===== src/rtl/wb_stage_ex.sv =====
// Writeback stage: retires one MEM bundle per handshake and drives the regfile, the CSR port and the trace port.
// It also commits exceptions and ertn, and can wait a configurable number of cycles for CSR read data.
module wb_stage_ex #(
   parameter int DATA_W     = 32,
   parameter int RF_AW      = 5,
   parameter int CSR_NW     = 14,
   parameter int ECODE_W    = 6,
   parameter int CSR_RD_LAT = 0
) (
   input  logic               clk,
   input  logic               resetn,
   input  logic               ms2ws_valid,
   output logic               ws_allowin,
   input  logic [DATA_W-1:0]  ms_pc,
   input  logic               ms_rf_we,
   input  logic [RF_AW-1:0]   ms_rf_waddr,
   input  logic [DATA_W-1:0]  ms_rf_wdata,
   input  logic               ms_csr_re,
   input  logic               ms_csr_we,
   input  logic [CSR_NW-1:0]  ms_csr_num,
   input  logic [DATA_W-1:0]  ms_csr_wmask,
   input  logic [DATA_W-1:0]  ms_csr_wdata,
   input  logic               ms_ex,
   input  logic [ECODE_W-1:0] ms_ecode,
   input  logic               ms_ertn,
   input  logic [DATA_W-1:0]  csr_rvalue,
   output logic               csr_re,
   output logic               csr_we,
   output logic [CSR_NW-1:0]  csr_num,
   output logic [DATA_W-1:0]  csr_wmask,
   output logic [DATA_W-1:0]  csr_wdata,
   output logic               wb_ex,
   output logic [ECODE_W-1:0] wb_ecode,
   output logic [DATA_W-1:0]  wb_pc,
   output logic               ertn_flush,
   output logic               ws_flush,
   output logic               ws_rf_we,
   output logic [RF_AW-1:0]   ws_rf_waddr,
   output logic [DATA_W-1:0]  ws_rf_wdata,
   output logic [DATA_W-1:0]  debug_wb_pc,
   output logic [3:0]         debug_wb_rf_we,
   output logic [RF_AW-1:0]   debug_wb_rf_wnum,
   output logic [DATA_W-1:0]  debug_wb_rf_wdata
);

   localparam int CNT_W = (CSR_RD_LAT > 0) ? $clog2(CSR_RD_LAT + 1) : 1;
   localparam logic [CNT_W-1:0] CNT_MAX = CNT_W'(CSR_RD_LAT);

   logic               ws_valid;
   logic               ws_ready_go;
   logic               commit;
   logic               accept;
   logic               normal;
   logic [CNT_W-1:0]   cnt;

   logic [DATA_W-1:0]  pc_lat;
   logic               rf_we_lat;
   logic [RF_AW-1:0]   waddr_lat;
   logic [DATA_W-1:0]  wdata_lat;
   logic               csr_re_lat;
   logic               csr_we_lat;
   logic [CSR_NW-1:0]  csr_num_lat;
   logic [DATA_W-1:0]  csr_wmask_lat;
   logic [DATA_W-1:0]  csr_wdata_lat;
   logic               ex_lat;
   logic [ECODE_W-1:0] ecode_lat;
   logic               ertn_lat;

   // An excepting instruction never needs its CSR read data, so it does not wait.
   assign ws_ready_go = ~csr_re_lat | (cnt == CNT_MAX) | ex_lat;
   assign ws_allowin  = ~ws_valid | ws_ready_go;
   assign commit      = ws_valid & ws_ready_go;
   assign accept      = ms2ws_valid & ws_allowin & ~ws_flush;

   always_ff @(posedge clk) begin
      if (!resetn)
         ws_valid <= 1'b0;
      else if (ws_flush)
         ws_valid <= 1'b0;
      else if (ws_allowin)
         ws_valid <= ms2ws_valid;
   end

   always_ff @(posedge clk) begin
      if (!resetn)
         cnt <= '0;
      else if (accept)
         cnt <= '0;
      else if (ws_valid & csr_re_lat & (cnt < CNT_MAX))
         cnt <= cnt + CNT_W'(1);
   end

   always_ff @(posedge clk) begin
      if (!resetn) begin
         pc_lat        <= '0;
         rf_we_lat     <= 1'b0;
         waddr_lat     <= '0;
         wdata_lat     <= '0;
         csr_re_lat    <= 1'b0;
         csr_we_lat    <= 1'b0;
         csr_num_lat   <= '0;
         csr_wmask_lat <= '0;
         csr_wdata_lat <= '0;
         ex_lat        <= 1'b0;
         ecode_lat     <= '0;
         ertn_lat      <= 1'b0;
      end else if (accept) begin
         pc_lat        <= ms_pc;
         rf_we_lat     <= ms_rf_we;
         waddr_lat     <= ms_rf_waddr;
         wdata_lat     <= ms_rf_wdata;
         csr_re_lat    <= ms_csr_re;
         csr_we_lat    <= ms_csr_we;
         csr_num_lat   <= ms_csr_num;
         csr_wmask_lat <= ms_csr_wmask;
         csr_wdata_lat <= ms_csr_wdata;
         ex_lat        <= ms_ex;
         ecode_lat     <= ms_ecode;
         ertn_lat      <= ms_ertn;
      end
   end

   // Exception beats ertn beats a normal retire.
   assign wb_ex      = commit & ex_lat;
   assign ertn_flush = commit & ertn_lat & ~ex_lat;
   assign ws_flush   = wb_ex | ertn_flush;
   assign normal     = commit & ~ex_lat & ~ertn_lat;

   assign wb_ecode = ecode_lat;
   assign wb_pc    = pc_lat;

   assign csr_re    = ws_valid & csr_re_lat;
   assign csr_we    = normal & csr_we_lat;
   assign csr_num   = csr_num_lat;
   assign csr_wmask = csr_wmask_lat;
   assign csr_wdata = csr_wdata_lat;

   assign ws_rf_we    = normal & rf_we_lat;
   assign ws_rf_waddr = waddr_lat;
   assign ws_rf_wdata = csr_re_lat ? csr_rvalue : wdata_lat;

   assign debug_wb_pc       = pc_lat;
   assign debug_wb_rf_we    = {4{ws_rf_we}};
   assign debug_wb_rf_wnum  = ws_rf_waddr;
   assign debug_wb_rf_wdata = ws_rf_wdata;

endmodule

===== config.mk =====
export PLATFORM = sky130hd
export DESIGN_NAME = wb_stage_ex
export DESIGN_NICKNAME = d
export VERILOG_FILES = /design/src/rtl/wb_stage_ex.sv
export SDC_FILE = /design/constraint.sdc
export NUM_CORES = 1
export LEC_CHECK = 0
export BUFFER_PORTS_ARGS = -buffer_cell sky130_fd_sc_hd__buf_2
export CAP_MARGIN = 20
export CORE_AREA = 4 4 161 163
export CTS_CLUSTER_SIZE = 20
export DETAILED_ROUTE_END_ITERATION = 10
export DIE_AREA = 0 0 165 167
export HOLD_SLACK_MARGIN = 0.05
export PLACE_DENSITY = 0.57
export SLEW_MARGIN = 30
export SYNTH_ARGS = -nofsm -noshare
export SYNTH_HDL_FRONTEND = slang
export SYNTH_SLANG_ARGS = --single-unit

===== constraint.sdc =====
create_clock -name clk -period 4.8 [get_ports clk]
set_clock_uncertainty 0.15 [all_clocks]
set_input_delay 0.72 -clock clk [delete_from_list [all_inputs] [get_ports clk]]
set_output_delay 0.72 -clock clk [all_outputs]
set_load 0.1 [all_outputs]

# [Word-level counts from Yosys, hierarchy flattened]
# Index checks and enable logic that the tools add are counted.
[totals] reg_bits=160 inputBits=193 out_inout_bits=233 wordCells=42
[op_classes] n_addsub=1 magnitude_cmp=1 mux=1 bitwise=23 reduce_logical=2
[op_table] op="two-way mux 32 bit" count=1
[op_table] op="AND 1 bit" count=12
[op_table] op="inverter 1 bit" count=7
[op_table] op="OR 1 bit" count=4
[op_table] op="OR reduction 2 bit" count=2
[op_table] op="adder 1 bit, second input constant" count=1
[op_table] op="less-than comparator 1 bit, second input constant" count=1

# [Logic depth before layout (Yosys ltp)]
# Gate-level depths: netlist of run 1.
[logic_depth] ltp_word=10 mapped_depth=6 depth_no_buf=3

# [Worst setup path before layout of run 1]
# No wires, ideal clock.
[synth_path] path_type="flip-flop to output port" from="register ertn_lat" to="output port debug_wb_rf_we[0]" arrival_time_ns=1.710 required_time_ns=3.930 slack_ns=2.220 stages_incl_launch_ff=4 path_buffers=1 path_cell_list="dfxtp_1 > nor2_1 > and3_1 > buf_4"
[synth_between] elab_chain_cells=3
[synth_lines] element="start, declared" line_no="67" rtl="logic ertn_lat;"
[synth_lines] element="start signal, assigned" line_no="119" rtl="ertn_lat <= ms_ertn;"
[synth_lines] element="inverter 1 bit" line_no="127" rtl="assign normal = commit & ~ex_lat & ~ertn_lat;"
[synth_lines] element="AND 1 bit" line_no="127"
[synth_lines] element="AND 1 bit" line_no="138" rtl="assign ws_rf_we = normal & rf_we_lat;"
[synth_lines] element="end, declared" line_no="41" rtl="output logic [3:0] debug_wb_rf_we,"
# Every way passes these cells.

# [Final worst setup path of run 1]
[layout_path] from="register csr_re_lat" to="output port ws_rf_wdata[28]"
[layout_between] elab_chain_cells=1
[layout_lines] element="start, declared" line_no="60" rtl="logic csr_re_lat;"
[layout_lines] element="start signal, assigned" line_no="112" rtl="csr_re_lat <= ms_csr_re;"
[layout_lines] element="two-way mux 32 bit" line_no="140" rtl="assign ws_rf_wdata = csr_re_lat ? csr_rvalue : wdata_lat;"
[layout_lines] element="end, declared" line_no="39" rtl="output logic [DATA_W-1:0] ws_rf_wdata,"
# Every way passes these cells.

==> impl_metrics.csv, run 1 <==
group,metric,value,unit
detailed_routing,final_antenna_net_count,0,
grt,antenna_found_initial,2,
synth,ys_types,15,
worst_setup_path,critPathLaunchType,"flop",
final_layout,finish.utilization,39.5,%
worst_setup_path,critPathCaptureType,"output port",
detailed_routing,first_pass_iters,4,
power,p_leak,5.18,nW
detailed_routing,dr_total_vias,6222,
floorplan,die_h,167,um
clock_tree,cts_setup_buffers,0,
final_layout,drive_above_1_share,43.3,%
grt,grt-busiest-layer,"met2",
synth,syn_area,0.00727,sq mm
worst_setup_path,r2r_start,"ertn_lat$_SDFFE_PN0P_",
grt,grt_use_met1,17.2,%
clock_tree,cts.sinks,159,
power,power.internal,2.52,mW
final_layout,final_cell_mix,"423 x buf_2, 316 x nand2_1, 159 x dfxtp_1",
grt,grt_pass1_vias,6120,
power,p_sw_share,43.6,%
grt,grt-ovfl-total,0,
detailed_routing,totalWireLength,21700,um
floorplan,floorplan.rows,57,
synth,yosysTopAreaCellShare,43.8,%
synth,yosysTopAreaCell,"dfxtp_1",
synth,synthTopCellsByArea,"dfxtp_1 44%, mux2i_1 22%, nand2_1 16%",
final_layout,n_antenna_cell,0,
timing,final.period_utilization,65.8,%
power,comb_power_share,35.2,%
clock_tree,cts_resized,0,
final_layout,syn2layout_area_growth,32.1,%
grt,grt_pass1_wl,32900,um
final_layout,multi_input_area,0.00319,sq mm
detailed_routing,drt-initial-drc-count,287,
floorplan,start_util,29.9,%
synth,synth_cells,807,
clock_tree,cts_tree,"done",
timing,worstMarginPinSlew,0.770,ns
timing,finalCriticalPeriod,3.16,ns
detailed_routing,wl_per_cell,14.9,um
placed_design,place.gp.congestion,0.766,
power,pwr-share-clk,31.9,%
job,maxCapViolCount,0,
clock_tree,clk_latency,0.42,ns
synth,ys_ff_latch,159,
timing,relSlewSlack,48.7,%
final_layout,layoutNonFillerInstCount,1461,
power,power_density,464,mW/mm^2
worst_setup_path,worst_ep_arrival_time,2.29,ns
floorplan,die_x,165,um
final_layout,regArea,0.00318,sq mm
timing,finalSetupTns,0,ns
placed_design,dpl-instance-area,0.00900,sq mm
synth,ys_seq_area_share,43.8,%
power,switchingPower,1.95,mW
floorplan,core,0.0243,sq mm
timing,rsz0062_at_grt,"false",
final_layout,final_common_cell,"buf_2",
grt,grt_use_total,15.0,%
power,power,4.46,mW
clock_tree,cts_made_buffers,17,
clock_tree,ctsHoldBuffers,0,
timing,finalHoldViolCount,0,
run_status,status,"completed",
floorplan,dieArea,0.0276,sq mm
floorplan,io_pins,426,
placed_design,io_buffers,424,
worst_setup_path,path_max_fanout,18,
synth,syn_nets,1000,
power,seq_power_share,32.8,%
synth,yosysWarnings,0,
grt,met2_usage,26.0,%
synth,avgSynthCellArea,9.01,sq um
worst_setup_path,critical_path_class,"reg2out",
clock_tree,htreeDepth,4,
clock_tree,path_clk_slew,0.07,ns
placed_design,dpl.hpwl,16300,um
hold_path,min-delay-start,"wb_ecode[2]$_SDFFE_PN0P_",
worst_setup_path,cp.required,3.93,ns
detailed_routing,routed_via_density,4.26,
timing,setup_viol,0,
worst_setup_path,crit_start,"csr_re_lat$_SDFFE_PN0P_",
clock_tree,root_buffer,"clkbuf_16",
power,ir_drop,0.189,mV
final_layout,fin_nets,1317,
hold_path,hold_class,"reg2reg",
detailed_routing,drc,0,
grt,grt_start_max_net_pins,143,
grt,globalRouteMet3Util,5.12,%
timing,clock.fmax,317,MHz
final_layout,final_area,0.00961,sq mm
clock_tree,cts_buffer_depth,2,
final_layout,n_fill_cell,2500,
placed_design,dp_cells,1429,
timing,drv_slew,0,
synth_stat cells:
cell type	instances
and2_1	3
and3_1	3
and3b_1	1
buf_2	6
buf_4	77
buf_6	15
clkbuf_1	33
conb_1	1
dfxtp_1	159
inv_1	1
mux2_2	32
mux2i_1	158
nand2_1	316
nor2_1	1
o21ai_1	1
flip-flops by register name, indices dropped and copies added, names as in the netlist:
name,count
csr_wdata,32
csr_wmask,32
debug_wb_pc,32
wdata_lat,32
csr_num,14
wb_ecode,6
debug_wb_rf_wnum,5
csr_re_lat,1
csr_we_lat,1
ertn_lat,1
ex_lat,1
rf_we_lat,1
ws_valid,1
worst max-delay path: stages, from the launching register on:
cell and delay [ns]:
dfxtp_1 0.76, buf_4 0.38, mux2_2 0.42, buf_2 0.31
stage by stage:
| step | hold WS, ns | setup slack (ns) |
|---|---|---|
| after floorplan | 0.280 | 2.22 |
| after global placement | 0.289 | 2.10 |
| after detailed placement | 0.294 | 2.08 |
| after CTS | 0.307 | 1.61 |
| after global routing | 0.322 | 1.54 |
| final | 0.304 | 1.64 |
final timing paths:
| check | cells past startpoint | to | slack, ns |
|---|---|---|---|
| hold / removal | 2 | wb_ecode[2]$_SDFFE_PN0P_ | 0.30 |
| setup / recovery | 3 | ws_rf_wdata[28] | 1.64 |
| setup reg to reg | 4 | csr_wmask[20]$_SDFFE_PN0P_ | 2.51 |
| hold reg to reg | 2 | wb_ecode[2]$_SDFFE_PN0P_ | 0.30 |
power groups by stage:
stage          Sequential, mW  Combinational, mW  Clock (mW)
6_report                 1.47               1.57        1.43
3_5_place_dp             1.49               1.58           0
5_1_grt                  1.48               1.63        1.54
4_1_cts                  1.47               1.58        1.48
2_1_floorplan            1.98              0.890           0
3_3_place_gp             1.49               1.58           0
logic make-up after synthesis:
logic type             count (synthesis)  share of synthesized area, %
AND/OR/NAND/NOR                      324                          17.0
flip-flops                           159                          43.8
other                                  1                        0.0516
AO/OA/AOI/OAI                          1                        0.0687
multiplexers                         190                          26.7
buffers and inverters                132                          12.4
routing by layer:
layer / wire [um] / vias up
li1: - / 3146
met3: 2020 / 25
met5: 20 / -
met1: 8640 / 2784
met4: 365 / 2
met2: 10700 / 265
final cells by class:
class | count | share of cell area [%]
sequential | 159 | 33.1
clock buffer | 19 | 4.50
multi-input combinational | 516 | 33.2
clock inverter | 13 | 1.86
inverter | 1 | 0.0390
tap | 324 | 4.22
timing repair buffer | 429 | 23.1
Power figures use the tool's default switching activity.
==> run 2, diff against run 1 <==
- CORE_AREA: 4 4 161 163 -> 4 4 164 166
- DIE_AREA: 0 0 165 167 -> 0 0 168 170
- PLACE_DENSITY: 0.57 -> 0.55
- clock period: 4.8 -> 3.2 ns (I/O delays scaled with it)
==> run 2 against run 1 <==
Effect of this change:
- via count shrank 0.37%
- combinational power grew 50%
- non-clock buffer count increased by 17
- total power increased by 46%
- sequential power grew 49%
- worst setup slack worse by 0.90 ns
- first-iteration DRC count shrank 32%
- worst hold slack lost 0.16 ns
- core utilization down 1.6 points
- clock power rose by 38%
- critical path depth unchanged
- register-to-register slack worse by 1.4 ns
- largest cell class unchanged
- highest routed layer is now met4
==> impl_metrics.csv, run 2 (synthesis results as in run 1) <==
group,metric,value,unit
grt,grt-ovfl-total,0,
floorplan,floorplan.rows,59,
final_layout,n_fill_cell,2640,
worst_setup_path,r2r-end,"wb_ecode[4]$_SDFFE_PN0P_",
floorplan,start_util,28.4,%
detailed_routing,routed_via_density,4.16,
grt,grt_pass1_vias,5898,
worst_setup_path,reg2reg_setup_slack,1.15,ns
detailed_routing,first_pass_iters,5,
clock_tree,cts_tree,"done",
clock_tree,cts_resized,0,
worst_setup_path,crit_start,"csr_re_lat$_SDFFE_PN0P_",
timing,rsz0062_at_grt,"false",
worst_setup_path,r2r_start,"ex_lat$_SDFFE_PN0P_",
placed_design,io_buffers,424,
detailed_routing,route.met2.wl,9690,um
detailed_routing,wl_per_cell,13.6,um
grt,grt_use_total,13.1,%
placed_design,dpl.hpwl,15300,um
timing,finalCriticalPeriod,2.46,ns
timing,hold_ws,0.146,ns
detailed_routing,wl_met1,8230,um
grt,grt_pass1_wl,30800,um
detailed_routing,route.met3.wl,1970,um
hold_path,min-delay-start,"ms_csr_wdata[13]",
clock_tree,clk_latency,0.41,ns
floorplan,die_h,170,um
clock_tree,cts.sinks,159,
worst_setup_path,path_max_fanout,34,
final_layout,drive_above_1_share,44.2,%
floorplan,io_pins,426,
worst_setup_path,critPathLaunchType,"flop",
power,p_leak,5.24,nW
detailed_routing,dr_total_vias,6199,
hold_path,hold_class,"in2reg",
clock_tree,htreeDepth,4,
final_layout,layoutNonFillerInstCount,1489,
power,power,6.53,mW
timing,relSlewSlack,48.3,%
clock_tree,cts_made_buffers,17,
worst_setup_path,worst_ep_arrival_time,1.83,ns
detailed_routing,final_antenna_net_count,0,
final_layout,n_antenna_cell,0,
clock_tree,ctsHoldBuffers,0,
final_layout,final_cell_mix,"423 x buf_2, 316 x nand2_1, 159 x dfxtp_1",
clock_tree,cts_setup_buffers,0,
timing,finalSetupTns,0,ns
final_layout,fin_nets,1334,
worst_setup_path,critical_path_class,"reg2out",
timing,finalHoldViolCount,0,
worst_setup_path,critical_path.endpoint,"debug_wb_rf_wdata[8]",
timing,worstMarginPinSlew,0.775,ns
grt,grt_start_max_net_pins,122,
detailed_routing,totalWireLength,20200,um
clock_tree,root_buffer,"clkbuf_16",
worst_setup_path,critPathCaptureType,"output port",
worst_setup_path,ff2ff_path_depth,4,
timing,drv_slew,0,
final_layout,syn2layout_area_growth,33.4,%
final_layout,final_common_cell,"buf_2",
floorplan,dieArea,0.0286,sq mm
clock_tree,cts_buffer_depth,2,
floorplan,core,0.0256,sq mm
clock_tree,path_clk_slew,0.08,ns
detailed_routing,drc,0,
power,power_density,672,mW/mm^2
placed_design,place.gp.congestion,0.736,
grt,antenna_found_initial,0,
placed_design,dp_cells,1457,
worst_setup_path,cp.required,2.57,ns
floorplan,die_x,168,um
timing,setup_viol,0,
timing,clock.fmax,406,MHz
timing,final.period_utilization,76.9,%
detailed_routing,topRoutingLayerUsed,"met4",
run_status,status,"completed",
job,maxCapViolCount,0,
power,ir_drop,0.270,mV
detailed_routing,drt-initial-drc-count,194,
run 2: worst max-delay path: stages (launching register included):
cell	delay (ns)
dfxtp_1	0.31
buf_4	0.38
mux2_2	0.42
buf_2	0.30
run 2: worst min path at each step:
stage | slack, ns | endpoint | cells past startpoint
after floorplan | 0.28 | csr_we_lat$_SDFFE_PN0P_ | 2
after global placement | 0.29 | csr_wdata[9]$_SDFFE_PN0P_ | 2
after detailed placement | 0.29 | csr_num[13]$_SDFFE_PN0P_ | 2
after CTS | 0.12 | csr_wmask[1]$_SDFFE_PN0P_ | 3
after global routing | 0.12 | csr_wdata[17]$_SDFFE_PN0P_ | 3
final | 0.15 | csr_wdata[13]$_SDFFE_PN0P_ | 3
run 2: power by group:
part / internal (mW) / switching (mW) / leakage, nW / total, mW
registers: 2.12 / 0.0766 / 1.31 / 2.19
logic: 0.415 / 1.94 / 3.65 / 2.36
clock network: 1.04 / 0.932 / 0.284 / 1.97
run 2: cell type report:
class | instances | area, sq um | area share, %
clock buffer | 18 | 429 | 4.42
clock inverter | 14 | 149 | 1.53
inverter | 1 | 3.75 | 0.0387
multi-input combinational | 516 | 3190 | 32.9
sequential | 159 | 3180 | 32.8
tap | 335 | 419 | 4.32
timing repair buffer | 446 | 2330 | 24.0
run 2: routing by layer:
metal / track usage, % / up-vias
li1: - / 3195
met1: 15.2 / 2732
met2: 22.6 / 255
met3: 5.11 / 17
met4: 3.81 / 0
met5: 0 / -
run 2: stage by stage:
stage,area [sq um],util (%),worst slack [ns]
3_3_place_gp,9130,35.6,1.18
3_5_place_dp,9130,35.6,1.12
6_report,9710,37.9,0.738
4_1_cts,9710,37.9,0.706
2_1_floorplan,7270,-,0.860
5_1_grt,9710,37.9,0.656
